[src/rtl/pc_stack_counter.sv]
// Program counter with bundle/slot address fields and a hardware call/return stack.
// One command acts per cycle: ret > call > jump > branch > update_msbs > update_lsbs.
module pc_stack_counter #(
  parameter int ADDR_W      = 8,
  parameter int LSB_W       = 2,
  parameter int STACK_DEPTH = 4,
  parameter int LSB_CARRY   = 0,
  localparam int MSB_W      = ADDR_W - LSB_W,
  localparam int LVL_W      = $clog2(STACK_DEPTH + 1)
) (
  input  logic              clk,
  input  logic              rst,
  input  logic              update_lsbs,
  input  logic              update_msbs,
  input  logic              jump,
  input  logic [MSB_W-1:0]  jump_destination,
  input  logic              branch,
  input  logic [MSB_W-1:0]  branch_offset,
  input  logic              call,
  input  logic              ret,
  output logic [ADDR_W-1:0] mem_addr,
  output logic [LVL_W-1:0]  stack_level,
  output logic              stack_full,
  output logic              stack_empty,
  output logic              stack_err
);

  localparam int PTR_W = (STACK_DEPTH > 1) ? $clog2(STACK_DEPTH) : 1;

  logic [MSB_W-1:0]  msbs;
  logic [LSB_W-1:0]  lsbs;
  logic [MSB_W-1:0]  next_bundle;
  logic [ADDR_W-1:0] pc_inc;
  logic [LVL_W-1:0]  level_dec;
  logic [PTR_W-1:0]  push_idx;
  logic [PTR_W-1:0]  pop_idx;
  logic [ADDR_W-1:0] top_entry;
  logic              do_push;
  logic [ADDR_W-1:0] stack_mem [STACK_DEPTH];

  assign mem_addr    = {msbs, lsbs};
  assign stack_full  = (stack_level == LVL_W'(STACK_DEPTH));
  assign stack_empty = (stack_level == '0);

  assign next_bundle = msbs + 1'b1;
  assign pc_inc      = mem_addr + 1'b1;
  assign level_dec   = stack_level - 1'b1;
  assign push_idx    = stack_level[PTR_W-1:0];
  assign pop_idx     = level_dec[PTR_W-1:0];
  assign top_entry   = stack_mem[pop_idx];

  // A push only happens when call is the winning command and there is room.
  assign do_push = call & ~ret & ~rst & ~stack_full;

  // Stack storage carries no reset; stack_level alone decides which entries are valid.
  always_ff @(posedge clk) begin
    if (do_push) begin
      stack_mem[push_idx] <= {next_bundle, {LSB_W{1'b0}}};
    end
  end

  always_ff @(posedge clk) begin
    if (rst) begin
      msbs        <= '0;
      lsbs        <= '0;
      stack_level <= '0;
      stack_err   <= 1'b0;
    end else if (ret) begin
      if (stack_empty) begin
        stack_err <= 1'b1;
      end else begin
        {msbs, lsbs} <= top_entry;
        stack_level  <= level_dec;
      end
    end else if (call) begin
      if (stack_full) begin
        stack_err <= 1'b1;
      end else begin
        msbs        <= jump_destination;
        lsbs        <= '0;
        stack_level <= stack_level + 1'b1;
      end
    end else if (jump) begin
      msbs <= jump_destination;
      lsbs <= '0;
    end else if (branch) begin
      // Modular addition of equal-width operands is the signed add we want.
      msbs <= msbs + branch_offset;
      lsbs <= '0;
    end else if (update_msbs) begin
      msbs <= next_bundle;
    end else if (update_lsbs) begin
      if (LSB_CARRY != 0) begin
        {msbs, lsbs} <= pc_inc;
      end else begin
        lsbs <= lsbs + 1'b1;
      end
    end
  end

endmodule
[config.mk]
export PLATFORM = sky130hd
export DESIGN_NAME = pc_stack_counter
export DESIGN_NICKNAME = d
export VERILOG_FILES = /design/src/rtl/pc_stack_counter.sv
export SDC_FILE = /design/constraint.sdc
export NUM_CORES = 1
export LEC_CHECK = 0
export CORE_ASPECT_RATIO = 0.75
export CORE_MARGIN = 2
export CORE_UTILIZATION = 55
export DETAILED_ROUTE_END_ITERATION = 6
export DONT_BUFFER_PORTS = 1
export GPL_TIMING_DRIVEN = 1
export HOLD_SLACK_MARGIN = 0.02
export PLACE_DENSITY_LB_ADDON = 0.15
export SLEW_MARGIN = 5
export SYNTH_ARGS = -nofsm -noshare
export SYNTH_HDL_FRONTEND = slang
export SYNTH_SLANG_ARGS = --single-unit
[constraint.sdc]
create_clock -name clk -period 2.19 [get_ports clk]
set_input_delay 0.219 -clock clk [delete_from_list [all_inputs] [get_ports clk]]
set_output_delay 0.219 -clock clk [all_outputs]
set_load 0.05 [all_outputs]
==> reports/metrics.cfg <==
[route]
final_antenna_net_count=0
met1Wirelength_mm=1.824
met3_length_um=551
routedWlPerCell_um=19.97
routed_wl_mm=4.333
highest_layer=met4
post-route-drc-count=0
dr_wl_met2_mm=1.920
via_per_inst=6.406
drt_iter0_markers=116
num_vias=1390
dr.pass1.iters=4

[yosys]
yosys-top-cells-area=edfxtp_1 37%, dfxtp_1 12%, ha_1 7.7%, mux4_2 6.9%, xnor2_1 4.0%
synth_top_area_share_pct=36.95
synth_warnings=0
synth-edff-count=24
ys.flop_type=edfxtp_1
ys_ff_latch=36
yosysMostFrequentCell=edfxtp_1
syn_inst=163
syn_nets=196
ys_seq_area_share_pct=49.26
syn_area_sq_um=1951
yosysTopAreaCell=edfxtp_1
async_reset_ff_share_pct=0
syn_avg_cell_area_sq_um=11.97
synthTopCellsByCount=24 x edfxtp_1, 15 x nor2_1, 12 x dfxtp_1, 12 x ha_1, 9 x xnor2_1
synthDistinctLibCells=45

[flow_run]
drv_cap=0

[run_status]
status=finished, final reports clean

[worst_setup_path]
crit_slowest_cell=fa_1
critPathRequiredTime_ns=2.35
cp-startpoint=msbs[0]
timing.rr.start=msbs[0]
critPathMaxFanout=2
endpoint_kind=flip-flop
critPathLaunchType=flip-flop
crit_type=flip-flop to flip-flop
max_stage_delay_ns=0.39
worst-endpoint-arrival_ns=2.16
crit_family=adder cells
cp_cell_sequence=ha_1 > inv_1 > fa_1 > nand2b_1 > a21oi_1 > xnor2_1 > a311oi_2 > a211oi_2 > nor3_1
crit_buf_inv=1

[sta]
fin_setup_tns_ns=0
finalSetupViolCount=0
slew_headroom_pct=52.28
rsz0062_at_grt=no
post-route-period-util_pct=91.58
period_minus_slack_ns=2.006
fmax_mhz=498.6
holdWs_ns=0.1172
final_max_slew_viol_count=0
clock_skew_ns=0.005411
hold_viol_final=0
tightestPinTransition_ns=0.7132
layout_setup_ws_ns=0.1845

[cells_and_area]
regArea_sq_um=968.4
diodes=0
fillers=250
drive_gt1_share_pct=27.68
area_growth_pct=14.30
nNetsFinal=209
multi_input_area_sq_um=973.4

[clock_tree]
clk_pin_slew_worst_paths_ns=0.08
cts_tree=built
insertion_delay_ns=0.29
tritoncts.num_buffers=5
cts.htree.levels=2
cts-root-buf=clkbuf_8
clock_path_buffers=2
cts_num_sinks=36

[floorplan]
initial_core_util_pct=58.52
die_area_sq_um=4044
die_w_um=72.77
core_area_sq_um=3333
rows=18
die_h_um=55.58
io_pins=34

[global_route]
grt_start_max_net_pins=14
antenna_found_initial=0
grt_overflow=0
grt_pass1_wl_mm=7.003
grt_util_all_layers_pct=23.29
grt_pass1_vias=1342

[worst_hold_path]
hp-start=rst
hold_path.class=primary input to flip-flop

[pwr]
p_per_area_nw_per_um2=1402
ir_worst_vdd_mv=0.8578
cellLeakagePower_uw=0.0008126

[placed_design]
dp_worst_setup_slack_ns=0.1591
hpwl_mm=3.141
port_buffers=0
place_congestion=0.8810

==> cell families after synthesis <==
kind of cell	after synthesis	share of synthesized area [%]
adders and majority gates	13	8.723
DFF	36	49.26
and+or+nand+nor	46	12.06
buffers and inverters	15	3.399
xor gates and xnor gates	11	4.939
muxes	8	7.954
AOI/OAI and AO/OA	34	13.66
==> metrics by stage <==
stage                     std cells  total power (uW)  area (sq um)  util, %
after floorplan                 163              2171          1979        -
after global routing            217              3314          2230    66.89
after CTS                       217              3102          2198    65.95
after global placement          208              2465          2077    62.31
after detailed placement        208              2511          2077    62.31
final                           217              3126          2230    66.89
==> placed cells by master (no fill, tap or decap), types with 2 or more instances in the layout <==
cell	count
nand3_1	7
and2_2	4
mux4_2	6
inv_1	8
a21oi_1	6
nand2_1	3
a21oi_2	2
clkbuf_8	5
o21ai_0	3
edfxtp_1	24
nor2_1	15
o211ai_1	2
xnor2_1	8
dfxtp_2	3
and3_1	2
nor3_1	7
a211oi_1	4
a21o_1	2
a211oi_2	4
buf_4	11
ha_1	10
dfxtp_1	8
==> registers in the layout, indices dropped and copies added (netlist names) <==
name,count
stack_level,3
stack_err,1
msbs,6
lsbs,2
stack_mem,24
==> timing repair <==
item	CTS	global route
buffers inserted	0	0
hold buffers	1	0
hold endpoints to repair	12	0
setup endpoints to repair	0	3
resized for setup	0	6
==> layout make-up <==
| cell class | instances | area share [%] |
|---|---|---|
| multi-input cells | 112 | 43.66 |
| inverters | 9 | 1.515 |
| clock buffers | 5 | 3.086 |
| repair buffers | 12 | 4.153 |
| well taps | 40 | 2.245 |
| flip-flops and latches | 36 | 43.43 |
| clock inverters | 3 | 1.908 |
==> power by group <==
| part | leakage (uW) | internal, uW | switching, uW |
|---|---|---|---|
| clock network | 0.0000541 | 337 | 246 |
| registers | 0.000319 | 897 | 120 |
| logic | 0.000439 | 575 | 951 |
==> final timing paths <==
check / end / slack, ns / cells past startpoint
max reg2reg: msbs[4] / 0.18 / 9
min reg2reg: msbs[4] / 0.60 / 2
min: msbs[5] / 0.12 / 2
max: msbs[4] / 0.18 / 9
==> routing by layer <==
layer | vias up | GRT usage (%)
met1 | 659 | 33.81
met4 | 0 | 6.085
met2 | 84 | 33.38
li1 | 639 | -
met3 | 8 | 8.152
met5 | - | 0
==> worst reg2reg max path, cell delays in order (launching register included) <==
cell and delay (ns):
dfxtp_2 0.33, ha_1 0.17, inv_1 0.06, fa_1 0.39
nand2b_1 0.17, a21oi_1 0.19, xnor2_1 0.16, a311oi_2 0.14
a211oi_2 0.21, nor3_1 0.07
No activity file was read; power rests on OpenSTA's default activity.
